## src/rtl/pulpemu_ctrl_regs.sv

```systemverilog
// AXI4-Lite register window for controlling and observing the emulated PULPino SoC.
// Provides fetch enable, SoC reset release, synchronized end-of-computation status,
// eoc/cycle counters and a scratch register, all in the ps7_clk domain.
module pulpemu_ctrl_regs #(
  parameter int unsigned ADDR_WIDTH  = 11,
  parameter int unsigned DATA_WIDTH  = 32,
  parameter logic [31:0] SCRATCH_RST = 32'h0000_0000
) (
  input  logic                    ps7_clk,
  input  logic                    ps7_rst_pulp_n,
  input  logic [ADDR_WIDTH-1:0]   s_awaddr,
  input  logic                    s_awvalid,
  output logic                    s_awready,
  input  logic [DATA_WIDTH-1:0]   s_wdata,
  input  logic [DATA_WIDTH/8-1:0] s_wstrb,
  input  logic                    s_wvalid,
  output logic                    s_wready,
  output logic [1:0]              s_bresp,
  output logic                    s_bvalid,
  input  logic                    s_bready,
  input  logic [ADDR_WIDTH-1:0]   s_araddr,
  input  logic                    s_arvalid,
  output logic                    s_arready,
  output logic [DATA_WIDTH-1:0]   s_rdata,
  output logic [1:0]              s_rresp,
  output logic                    s_rvalid,
  input  logic                    s_rready,
  input  logic                    eoc_i,
  input  logic [1:0]              return_i,
  output logic                    fetch_en_o,
  output logic                    soc_rst_n_o,
  output logic                    eoc_irq_o
);

  localparam int unsigned STRB_WIDTH = DATA_WIDTH / 8;
  localparam logic [1:0]  RESP_OKAY   = 2'b00;
  localparam logic [1:0]  RESP_SLVERR = 2'b10;

  typedef enum logic [2:0] {
    REG_CTRL    = 3'd0,
    REG_STATUS  = 3'd1,
    REG_EOC_CNT = 3'd2,
    REG_CYC_CNT = 3'd3,
    REG_SCRATCH = 3'd4
  } reg_idx_e;

  // Mapped means upper address bits clear and word index within the five registers.
  function automatic logic addr_mapped(input logic [ADDR_WIDTH-1:0] addr);
    return (addr[ADDR_WIDTH-1:5] == '0) && (addr[4:2] <= 3'd4);
  endfunction

  // Write-channel holding state
  logic                  aw_hold, w_hold;
  logic [ADDR_WIDTH-1:0] aw_addr_q;
  logic [DATA_WIDTH-1:0] wdata_q;
  logic [STRB_WIDTH-1:0] wstrb_q;

  // Register state
  logic                  irq_en_q;
  logic [31:0]           eoc_cnt_q, cyc_cnt_q, scratch_q;
  logic                  eoc_meta, eoc_sync, eoc_prev;
  logic [1:0]            ret_meta, ret_sync;

  logic                  aw_hs, w_hs, ar_hs, do_write, wr_ok;
  logic [ADDR_WIDTH-1:0] wr_addr;
  logic [DATA_WIDTH-1:0] wr_data;
  logic [STRB_WIDTH-1:0] wr_strb;
  reg_idx_e              wr_idx;
  logic                  wr_ctrl, wr_eoc_cnt, wr_cyc_cnt, wr_scratch;
  logic [DATA_WIDTH-1:0] rd_val;
  logic                  rd_ok;
  logic                  unused_addr_lsbs;

  assign aw_hs = s_awvalid && s_awready;
  assign w_hs  = s_wvalid && s_wready;
  assign ar_hs = s_arvalid && s_arready;

  // A channel accepted this very cycle forwards its payload so AW+W together commit at once.
  assign wr_addr  = aw_hold ? aw_addr_q : s_awaddr;
  assign wr_data  = w_hold  ? wdata_q   : s_wdata;
  assign wr_strb  = w_hold  ? wstrb_q   : s_wstrb;
  assign do_write = (aw_hold || aw_hs) && (w_hold || w_hs) && !s_bvalid;
  assign wr_ok    = addr_mapped(wr_addr);
  assign wr_idx   = reg_idx_e'(wr_addr[4:2]);

  assign wr_ctrl    = do_write && wr_ok && (wr_idx == REG_CTRL);
  assign wr_eoc_cnt = do_write && wr_ok && (wr_idx == REG_EOC_CNT);
  assign wr_cyc_cnt = do_write && wr_ok && (wr_idx == REG_CYC_CNT);
  assign wr_scratch = do_write && wr_ok && (wr_idx == REG_SCRATCH);

  assign eoc_irq_o        = eoc_sync && irq_en_q;
  assign unused_addr_lsbs = ^{wr_addr[1:0], s_araddr[1:0]};

  // Write channel: capture AW and W independently, commit when both are present, then respond.
  always_ff @(posedge ps7_clk or negedge ps7_rst_pulp_n) begin
    if (!ps7_rst_pulp_n) begin
      s_awready <= 1'b1;
      s_wready  <= 1'b1;
      aw_hold   <= 1'b0;
      w_hold    <= 1'b0;
      aw_addr_q <= '0;
      wdata_q   <= '0;
      wstrb_q   <= '0;
      s_bvalid  <= 1'b0;
      s_bresp   <= RESP_OKAY;
    end else begin
      // NOTE: non-blocking assignments; a later assignment in this block overrides an
      // earlier one, so the commit branch below deliberately cancels the hold flags.
      if (aw_hs) begin
        s_awready <= 1'b0;
        aw_hold   <= 1'b1;
        aw_addr_q <= s_awaddr;
      end
      if (w_hs) begin
        s_wready <= 1'b0;
        w_hold   <= 1'b1;
        wdata_q  <= s_wdata;
        wstrb_q  <= s_wstrb;
      end
      if (do_write) begin
        aw_hold  <= 1'b0;
        w_hold   <= 1'b0;
        s_bvalid <= 1'b1;
        s_bresp  <= wr_ok ? RESP_OKAY : RESP_SLVERR;
      end else if (s_bvalid && s_bready) begin
        s_bvalid  <= 1'b0;
        s_awready <= 1'b1;
        s_wready  <= 1'b1;
      end
    end
  end

  // CTRL and SCRATCH are byte-strobed; CTRL only implements bits 31, 1 and 0.
  always_ff @(posedge ps7_clk or negedge ps7_rst_pulp_n) begin
    if (!ps7_rst_pulp_n) begin
      fetch_en_o  <= 1'b0;
      irq_en_q    <= 1'b0;
      soc_rst_n_o <= 1'b0;
      scratch_q   <= SCRATCH_RST;
    end else begin
      if (wr_ctrl && wr_strb[0]) begin
        fetch_en_o <= wr_data[0];
        irq_en_q   <= wr_data[1];
      end
      if (wr_ctrl && wr_strb[3]) soc_rst_n_o <= wr_data[31];
      for (int b = 0; b < 4; b++) begin
        if (wr_scratch && wr_strb[b]) scratch_q[8*b +: 8] <= wr_data[8*b +: 8];
      end
    end
  end

  // Two-flop synchronizers for the SoC status lines plus a delayed copy for eoc edge detect.
  always_ff @(posedge ps7_clk or negedge ps7_rst_pulp_n) begin
    if (!ps7_rst_pulp_n) begin
      eoc_meta <= 1'b0;
      eoc_sync <= 1'b0;
      eoc_prev <= 1'b0;
      ret_meta <= 2'b00;
      ret_sync <= 2'b00;
    end else begin
      eoc_meta <= eoc_i;
      eoc_sync <= eoc_meta;
      eoc_prev <= eoc_sync;
      ret_meta <= return_i;
      ret_sync <= ret_meta;
    end
  end

  // Event counters; a software write clears regardless of strobes and wins over an increment.
  always_ff @(posedge ps7_clk or negedge ps7_rst_pulp_n) begin
    if (!ps7_rst_pulp_n) begin
      eoc_cnt_q <= '0;
      cyc_cnt_q <= '0;
    end else begin
      if (wr_eoc_cnt)                                        eoc_cnt_q <= '0;
      else if (eoc_sync && !eoc_prev && (eoc_cnt_q != '1))   eoc_cnt_q <= eoc_cnt_q + 32'd1;
      if (wr_cyc_cnt)                                        cyc_cnt_q <= '0;
      else if (fetch_en_o && soc_rst_n_o && !eoc_sync)       cyc_cnt_q <= cyc_cnt_q + 32'd1;
    end
  end

  // Read decode from current register values, so a same-cycle write is not yet visible.
  always_comb begin
    // NOTE: default first so every path assigns rd_val and no latch is inferred.
    rd_val = '0;
    rd_ok  = addr_mapped(s_araddr);
    if (rd_ok) begin
      case (reg_idx_e'(s_araddr[4:2]))
        REG_CTRL:    rd_val = {soc_rst_n_o, 29'b0, irq_en_q, fetch_en_o};
        REG_STATUS:  rd_val = {29'b0, ret_sync, eoc_sync};
        REG_EOC_CNT: rd_val = eoc_cnt_q;
        REG_CYC_CNT: rd_val = cyc_cnt_q;
        REG_SCRATCH: rd_val = scratch_q;
        default:     rd_val = '0;
      endcase
    end
  end

  // Read channel: register the response on AR handshake and hold it until R handshake.
  always_ff @(posedge ps7_clk or negedge ps7_rst_pulp_n) begin
    if (!ps7_rst_pulp_n) begin
      s_arready <= 1'b1;
      s_rvalid  <= 1'b0;
      s_rdata   <= '0;
      s_rresp   <= RESP_OKAY;
    end else if (ar_hs) begin
      s_arready <= 1'b0;
      s_rvalid  <= 1'b1;
      s_rdata   <= rd_val;
      s_rresp   <= rd_ok ? RESP_OKAY : RESP_SLVERR;
    end else if (s_rvalid && s_rready) begin
      s_rvalid  <= 1'b0;
      s_arready <= 1'b1;
    end
  end

endmodule

```

## config.mk

```make
export PLATFORM = sky130hd
export DESIGN_NAME = pulpemu_ctrl_regs
export DESIGN_NICKNAME = d
export VERILOG_FILES = /design/src/rtl/pulpemu_ctrl_regs.sv
export SDC_FILE = /design/constraint.sdc
export NUM_CORES = 1
export LEC_CHECK = 0
export CORE_MARGIN = 1
export CORE_UTILIZATION = 56
export CTS_CLUSTER_DIAMETER = 150
export CTS_CLUSTER_SIZE = 10
export DETAILED_ROUTE_END_ITERATION = 12
export GPL_TIMING_DRIVEN = 0
export PLACE_DENSITY = 0.8
export SLEW_MARGIN = 20
export SYNTH_ARGS = -nofsm -noshare
export SYNTH_HDL_FRONTEND = slang
export SYNTH_SLANG_ARGS = --single-unit
```

## constraint.sdc

```tcl
create_clock -name ps7_clk -period 2.4 [get_ports ps7_clk]
set_clock_uncertainty 0.1 [all_clocks]
set_input_delay 0.48 -clock ps7_clk [delete_from_list [all_inputs] [get_ports ps7_clk]]
set_output_delay 0.48 -clock ps7_clk [all_outputs]
set_load 0.05 [all_outputs]
```

==> impl_metrics.json, run 1 <==
{
  "criticalPathCategory": "reg2reg",
  "gpl.final_weighted_congestion": 0.871,
  "route.antenna.remaining_nets": 0,
  "die_h_um": 132,
  "grt_pass1_wl_um": 37800,
  "io_count": 112,
  "initial_standard_cell_utilization_of_the_core_pct": 57.3,
  "drv_slew": 0,
  "netlist_area_mm2": 0.00950,
  "synthArstFlopShare_pct": 100,
  "timing.final.crit_share_pct": 98.6,
  "power_density_mw_per_mm2": 903,
  "share_clk_of_total_power_pct": 26.4,
  "synth_cell_types": 54,
  "endpoint_kind": "register",
  "synth.avg_cell_area_um2": 10.9,
  "layout.cells.most_common": "dfrtp_1",
  "detailed_place.area_mm2": 0.0108,
  "global_route.overflow_total": 0,
  "sw_frac_of_total_pct": 34.3,
  "final_cell_mix": "187 x dfrtp_1, 119 x mux2_2, 95 x clkdlybuf4s50_1",
  "worst_setup_hold_path_clk_slew_ns": 0.07,
  "pre_cts_slack_ns": -0.782,
  "critPathMaxStageDelay_ns": 0.90,
  "run_status": "finished, final reports clean",
  "cp_max_delay_cell": "nor4_1",
  "total_leakage_power_nw": 5.02,
  "clkSinkCount": 192,
  "finalSetupViolCount": 0,
  "first_pass_iters": 6,
  "grt_pass1_vias": 7379,
  "cts_buf_count": 17,
  "fmax_ghz": 0.423,
  "max_slew_margin_pct": 33.6,
  "clock_tree.buffer_depth": 2,
  "p_switching_mw": 3.57,
  "diodes": 0,
  "synth_instances": 870,
  "path_cells": "nand3b_1 > nor4_1 > nand2_1 > xnor2_1 > nor2_1",
  "fin_area_mm2": 0.0116,
  "areaGrowthSynthToFinish_pct": 21.7,
  "initial_antenna_violation_count": 0,
  "max_cap_viol_count": 0,
  "yosysSeqAreaShare_pct": 50.6,
  "cpLargestDelayFamily": "simple AND/OR/NAND/NOR gates",
  "max_slew.worst_pin.slew_ns": 0.986,
  "cp_launch_type": "register",
  "drt_first_iter_violations": 562,
  "power_report.internal_total_mw": 6.86,
  "worstSkewPairLatency_ns": 0.44,
  "drive_above_1_share_pct": 21.1,
  "layout_setup_ws_ns": 0.0332,
  "cts_root_buffer": "clkbuf_16",
  "die_area_mm2": 0.0175,
  "tmin_final_ns": 2.37,
  "p_seq_share_pct": 44.3,
  "htreeDepth": 4,
  "yosys_register_bits": 192,
  "detail_route.wl_per_cell_um": 18.9,
  "critPathMaxFanout": 8,
  "timing.critical_path.buf_inv": 0,
  "synth_ff_type": "dfrtp_1",
  "die_w_um": 132,
  "post_synth_edffs": 0,
  "max-vdd-ir-drop_uv": 573,
  "detail_route.vias_per_cell": 5.98,
  "combPwrFrac_pct": 29.2,
  "vias": 7393,
  "pin_count_of_the_biggest_net_entering_global_routing": 103,
  "timing_hold_violations_final": 0,
  "placeableCoreArea_mm2": 0.0166,
  "critical_path_required_ns": 2.61,
  "met2RoutedLength_um": 11500,
  "grt_usage_pct": 27.7,
  "final.hold.worst_slack_ns": 0.253,
  "cts_tree": "built",
  "sum_of_met3_wire_segment_lengths_after_detailed_routing_um": 1080,
  "post-dp-hpwl_um": 16500,
  "grt_setup_unrepaired": "yes",
  "crit_arrival_ns": 2.58,
  "met1Wirelength_um": 10300,
  "ys_warn_count": 0,
  "io_buffer_count": 103,
  "highest-signal-layer": "met4",
  "finalCoreUtilization_pct": 69.7,
  "drt_drc_violations_left": 0,
  "final_net_count": 1074,
  "rows": 47,
  "totalWireLength_um": 23400,
  "holdCritPathClass": "reg2reg"
}
[worst reg2reg max path, stage by stage (launching register included)]
cell,delay [ns]
dfrtp_1,0.47
nand3b_1,0.33
nor4_1,0.90
nand2_1,0.19
xnor2_1,0.20
nor2_1,0.06
[final timing paths]
path,cells after the start,end,startpoint,slack (ns)
min,0,eoc_sync$_DFF_PN0_,eoc_meta$_DFF_PN0_,0.25
max reg2reg,5,cyc_cnt_q[19]$_DFFE_PN0P_,eoc_sync$_DFF_PN0_,0.03
max in group asynchronous,3,s_rdata[28]$_DFFE_PN0P_,ps7_rst_pulp_n,0.74
max,5,cyc_cnt_q[19]$_DFFE_PN0P_,eoc_sync$_DFF_PN0_,0.03
min reg2reg,0,eoc_sync$_DFF_PN0_,eoc_meta$_DFF_PN0_,0.25
min in group asynchronous,2,wdata_q[4]$_DFFE_PN0P_,ps7_rst_pulp_n,0.52
[per-layer routing]
layer  vias up  GRT usage (%)
li1       3403              -
met1      3717           37.3
met5         -              0
met2       236           45.9
met4         0           9.83
met3        37           4.11
[cell families after synthesis]
kind of cell	share of synthesized area (%)
buffers and inverters	2.87
other	0.0395
AND/OR/NAND/NOR	16.5
AO/OA/AOI/OAI	8.31
adder cells (fa/ha/maj)	0.263
flip-flops	50.6
XOR/XNOR	2.77
multiplexers	18.6
[cell type report]
cell class / count / area, um^2
flip-flops and latches: 192 / 4810
inverters: 10 / 37.5
repair buffers: 114 / 1140
plain buffers: 47 / 241
fillers: 1217 / 5020
well taps: 220 / 275
clock buffers: 18 / 439
clock inverters: 13 / 128
multi-input cells: 622 / 4490
[metrics by stage]
stage | power [mW] | setup TNS (ns) | instances
after floorplan | 6.65 | 0 | 871
after global placement | 7.45 | -1432.10 | 1194
after detailed placement | 7.60 | -71.82 | 1195
after CTS | 10.4 | 0 | 1232
after global routing | 11.0 | -0.498 | 1236
final | 10.4 | 0 | 1236
[flip-flops by register name, indices dropped and copies added, names as in the netlist, 2 cells and up]
register / cells
cyc_cnt_q: 32
eoc_cnt_q: 32
s_rdata: 32
scratch_q: 32
wdata_q: 32
aw_addr_q: 9
wstrb_q: 4
ret_meta: 2
ret_sync: 2
[what timing repair did]
item,CTS,global route
endpoints found under the hold margin,17,0
setup endpoints to repair,88,73
buffers inserted,5,4
pin swaps,4,2
gates resized for setup,12,15
hold buffers,1,0
[power groups by stage]
stage / Clock [mW] / Sequential, mW / Combinational [mW]
6_report: 2.76 / 4.63 / 3.05
5_1_grt: 2.91 / 4.73 / 3.33
4_1_cts: 2.78 / 4.59 / 2.99
3_5_place_dp: 0 / 4.65 / 2.96
3_3_place_gp: 0 / 4.61 / 2.85
2_1_floorplan: 0 / 4.60 / 2.05
[cell usage after synthesis (all sizes together) (3+ instances only)]
library cell / count / area, um^2
mux2i: 37 / 370
nor4: 14 / 118
and2: 5 / 31.3
o21ai: 42 / 210
o31ai: 9 / 67.6
buf: 21 / 138
and4: 8 / 72.6
a22oi: 4 / 30.0
nor2: 80 / 300
nor3: 14 / 70.1
o21a: 4 / 30.0
dfstp: 3 / 78.8
nand2b: 6 / 37.5
mux2: 120 / 1350
clkbuf: 26 / 97.6
a31oi: 3 / 18.8
xnor2: 19 / 166
o211ai: 8 / 60.1
nand3: 25 / 125
a21oi: 54 / 270
nand4: 25 / 223
inv: 10 / 37.5
dfrtp: 189 / 4730
nand3b: 4 / 30.0
or3: 5 / 31.3
and3: 13 / 81.3
xor2: 11 / 96.3
nand2: 73 / 274
or4: 16 / 124
Power figures use the tool's default switching activity.
==> run 2: changes to the inputs <==
--- a/config.mk
+++ b/config.mk
@@ -6,12 +6,12 @@
 export NUM_CORES = 1
 export LEC_CHECK = 0
 export CORE_MARGIN = 1
-export CORE_UTILIZATION = 56
+export CORE_UTILIZATION = 50
 export CTS_CLUSTER_DIAMETER = 150
 export CTS_CLUSTER_SIZE = 10
 export DETAILED_ROUTE_END_ITERATION = 12
 export GPL_TIMING_DRIVEN = 0
-export PLACE_DENSITY = 0.8
+export PLACE_DENSITY = 0.73
 export SLEW_MARGIN = 20
 export SYNTH_ARGS = -nofsm -noshare
 export SYNTH_HDL_FRONTEND = slang
==> run 2 against run 1 <==
  * Sequential cell count unchanged
  * Via count is 2.5% lower
  * Utilization fell by 7.4 points
  * Critical path type unchanged
  * Critical endpoint is now cyc_cnt_q[29]$_DFFE_PN0P_
  * Largest cell class unchanged
==> impl_metrics.json, run 2 (synthesis gave the netlist of run 1 again) <==
{
  "run_status": "finished, final reports clean",
  "grt_pass1_vias": 7105,
  "final_cell_mix": "188 x dfrtp_1, 119 x mux2_2, 94 x clkdlybuf4s50_1",
  "totalWireLength_um": 23100,
  "htreeDepth": 4,
  "die_h_um": 140,
  "tmin_final_ns": 2.34,
  "cts_tree": "built",
  "areaGrowthSynthToFinish_pct": 22.3,
  "path_cells": "nand3b_1 > nor4_4 > and3_1 > buf_2 > mux2_2 > a211oi_1",
  "gpl.final_weighted_congestion": 0.852,
  "grt_setup_unrepaired": "yes",
  "met2RoutedLength_um": 11200,
  "max-vdd-ir-drop_uv": 556,
  "drt_drc_violations_left": 0,
  "hp-start": "ret_meta[0]$_DFF_PN0_",
  "worst_r2r_endpoint": "cyc_cnt_q[29]$_DFFE_PN0P_",
  "pin_count_of_the_biggest_net_entering_global_routing": 77,
  "worstSkewPairLatency_ns": 0.44,
  "highest-signal-layer": "met4",
  "sum_of_met3_wire_segment_lengths_after_detailed_routing_um": 909,
  "cp_launch_type": "register",
  "area.sequential_mm2": 0.00481,
  "drive_above_1_share_pct": 20.9,
  "clock_tree.buffer_depth": 2,
  "setup.reg_to_reg.worst_slack_ns": 0.06,
  "layout_setup_ws_ns": 0.0620,
  "detail_route.wl_per_cell_um": 18.5,
  "drt_first_iter_violations": 378,
  "cts_root_buffer": "clkbuf_16",
  "multi_input_comb_area_mm2": 0.00449,
  "holdCritPathClass": "reg2reg",
  "fin_area_mm2": 0.0116,
  "crit_arrival_ns": 2.58,
  "timing_hold_violations_final": 0,
  "rows": 50,
  "total_leakage_power_nw": 5.05,
  "cts_buf_count": 17,
  "route.antenna.remaining_nets": 0,
  "numPlacedInstances": 1210,
  "detailed_place.area_mm2": 0.0109,
  "first_pass_iters": 5,
  "criticalPathCategory": "reg2reg",
  "grt_usage_pct": 24.8,
  "detail_route.vias_per_cell": 5.77,
  "drv_slew": 0,
  "worst_setup_hold_path_clk_slew_ns": 0.07,
  "layout.cells.most_common": "dfrtp_1",
  "final_net_count": 1072,
  "critPathMaxFanout": 8,
  "met1Wirelength_um": 10500,
  "fin_cells": 1249,
  "io_count": 112,
  "max_slew_margin_pct": 48.1,
  "critPathMaxStageDelay_ns": 0.49,
  "die_w_um": 140,
  "endpoint_kind": "register",
  "worst_r2r_startpoint": "eoc_sync$_DFF_PN0_",
  "pre_cts_slack_ns": -0.735,
  "power_density_mw_per_mm2": 906,
  "whs_endpoint": "ret_sync[0]$_DFF_PN0_",
  "vias": 7206,
  "post-dp-hpwl_um": 16700,
  "grt_pass1_wl_um": 37500,
  "initial_standard_cell_utilization_of_the_core_pct": 50.9,
  "max_cap_viol_count": 0,
  "clkSinkCount": 192,
  "placeableCoreArea_mm2": 0.0186,
  "io_buffer_count": 103,
  "max_slew.worst_pin.slew_ns": 0.778,
  "finalCoreUtilization_pct": 62.3,
  "cp_max_delay_cell": "dfrtp_1",
  "fmax_ghz": 0.428,
  "fillerInstances": 1550,
  "hold_path_depth": 0,
  "diodes": 0,
  "critical_path_required_ns": 2.64,
  "die_area_mm2": 0.0195,
  "initial_antenna_violation_count": 0,
  "ff2ff_path_depth": 6,
  "finalSetupViolCount": 0,
  "timing.final.crit_share_pct": 97.4,
  "final.hold.worst_slack_ns": 0.250,
  "global_route.overflow_total": 0
}
[run 2: changes by cell type in the layout (fill, tap and decap cells not counted)]
cell | before | now
inv_8 | 1 | 2
nor3_4 | 1 | 0
bufinv_16 | 1 | 2
clkbuf_1 | 23 | 24
nor4_2 | 0 | 1
dlymetal6s2s_1 | 2 | 3
dfrtp_1 | 187 | 188
nor4_1 | 11 | 10
inv_6 | 5 | 3
buf_4 | 12 | 9
dfrtp_2 | 2 | 1
buf_16 | 1 | 2
clkdlybuf4s50_1 | 95 | 94
nor3_2 | 2 | 3
[run 2: what timing repair did]
item                                   in CTS  in global routing
pin swaps                                   5                  2
endpoints found under the hold margin      51                  0
gates resized for setup                    11                 16
hold buffers                                1                  0
buffers inserted                            6                  0
setup endpoints to repair                  85                 61
[run 2: worst max path at each step]
| stage | start | endpoint | slack [ns] | cells past startpoint |
|---|---|---|---|---|
| 2_1_floorplan | s_wready$_DFF_PN1_ | scratch_q[0]$_DFFE_PN0P_ | 0.10 | 6 |
| 3_3_place_gp | ps7_rst_pulp_n | aw_addr_q[10]$_DFFE_PN0P_ | -7.30 | 1 |
| 3_5_place_dp | s_wvalid | cyc_cnt_q[27]$_DFFE_PN0P_ | -0.74 | 7 |
| 4_1_cts | s_arready$_DFFE_PN1P_ | s_arready | 0.002 | 1 |
| 5_1_grt | eoc_sync$_DFF_PN0_ | cyc_cnt_q[29]$_DFFE_PN0P_ | -0.09 | 6 |
| 6_report | eoc_sync$_DFF_PN0_ | cyc_cnt_q[29]$_DFFE_PN0P_ | 0.06 | 6 |
[run 2: report_power, final]
part	total (mW)	internal (mW)	switching, mW
combinational	3.02	1.41	1.61
sequential	4.62	3.98	0.648
clock	2.87	1.59	1.28
[run 2: area by class of cell]
cell class                 count  share of cell area [%]
buffer                        47                    2.08
inverter                      10                   0.323
multi-input combinational    622                    38.6
timing repair buffer         112                    9.88
clock buffer                  19                    3.82
tap                          234                    2.52
clock inverter                13                    1.30
sequential                   192                    41.4
[run 2: worst max-delay path, delay by kind of cell, from the launching register on]
family / cells / cell delay (ns)
AOI/OAI and AO/OA: 1 / 0.21
buffers and inverters: 1 / 0.18
DFF: 1 / 0.49
muxes: 1 / 0.34
and+or+nand+nor: 3 / 0.92
[run 2: per-layer routing]
layer,global-route usage [%],vias up
li1,-,3395
met1,34.0,3598
met2,40.5,179
met3,3.68,34
met4,8.39,0
met5,0,-
[run 2: metrics by stage]
| stage | total power, mW | TNS (ns) |
|---|---|---|
| 5_1_grt | 11.1 | -0.0858 |
| 3_3_place_gp | 7.48 | -1457.14 |
| 2_1_floorplan | 6.65 | 0 |
| 6_report | 10.5 | 0 |
| 4_1_cts | 10.5 | 0 |
| 3_5_place_dp | 7.62 | -67.41 |
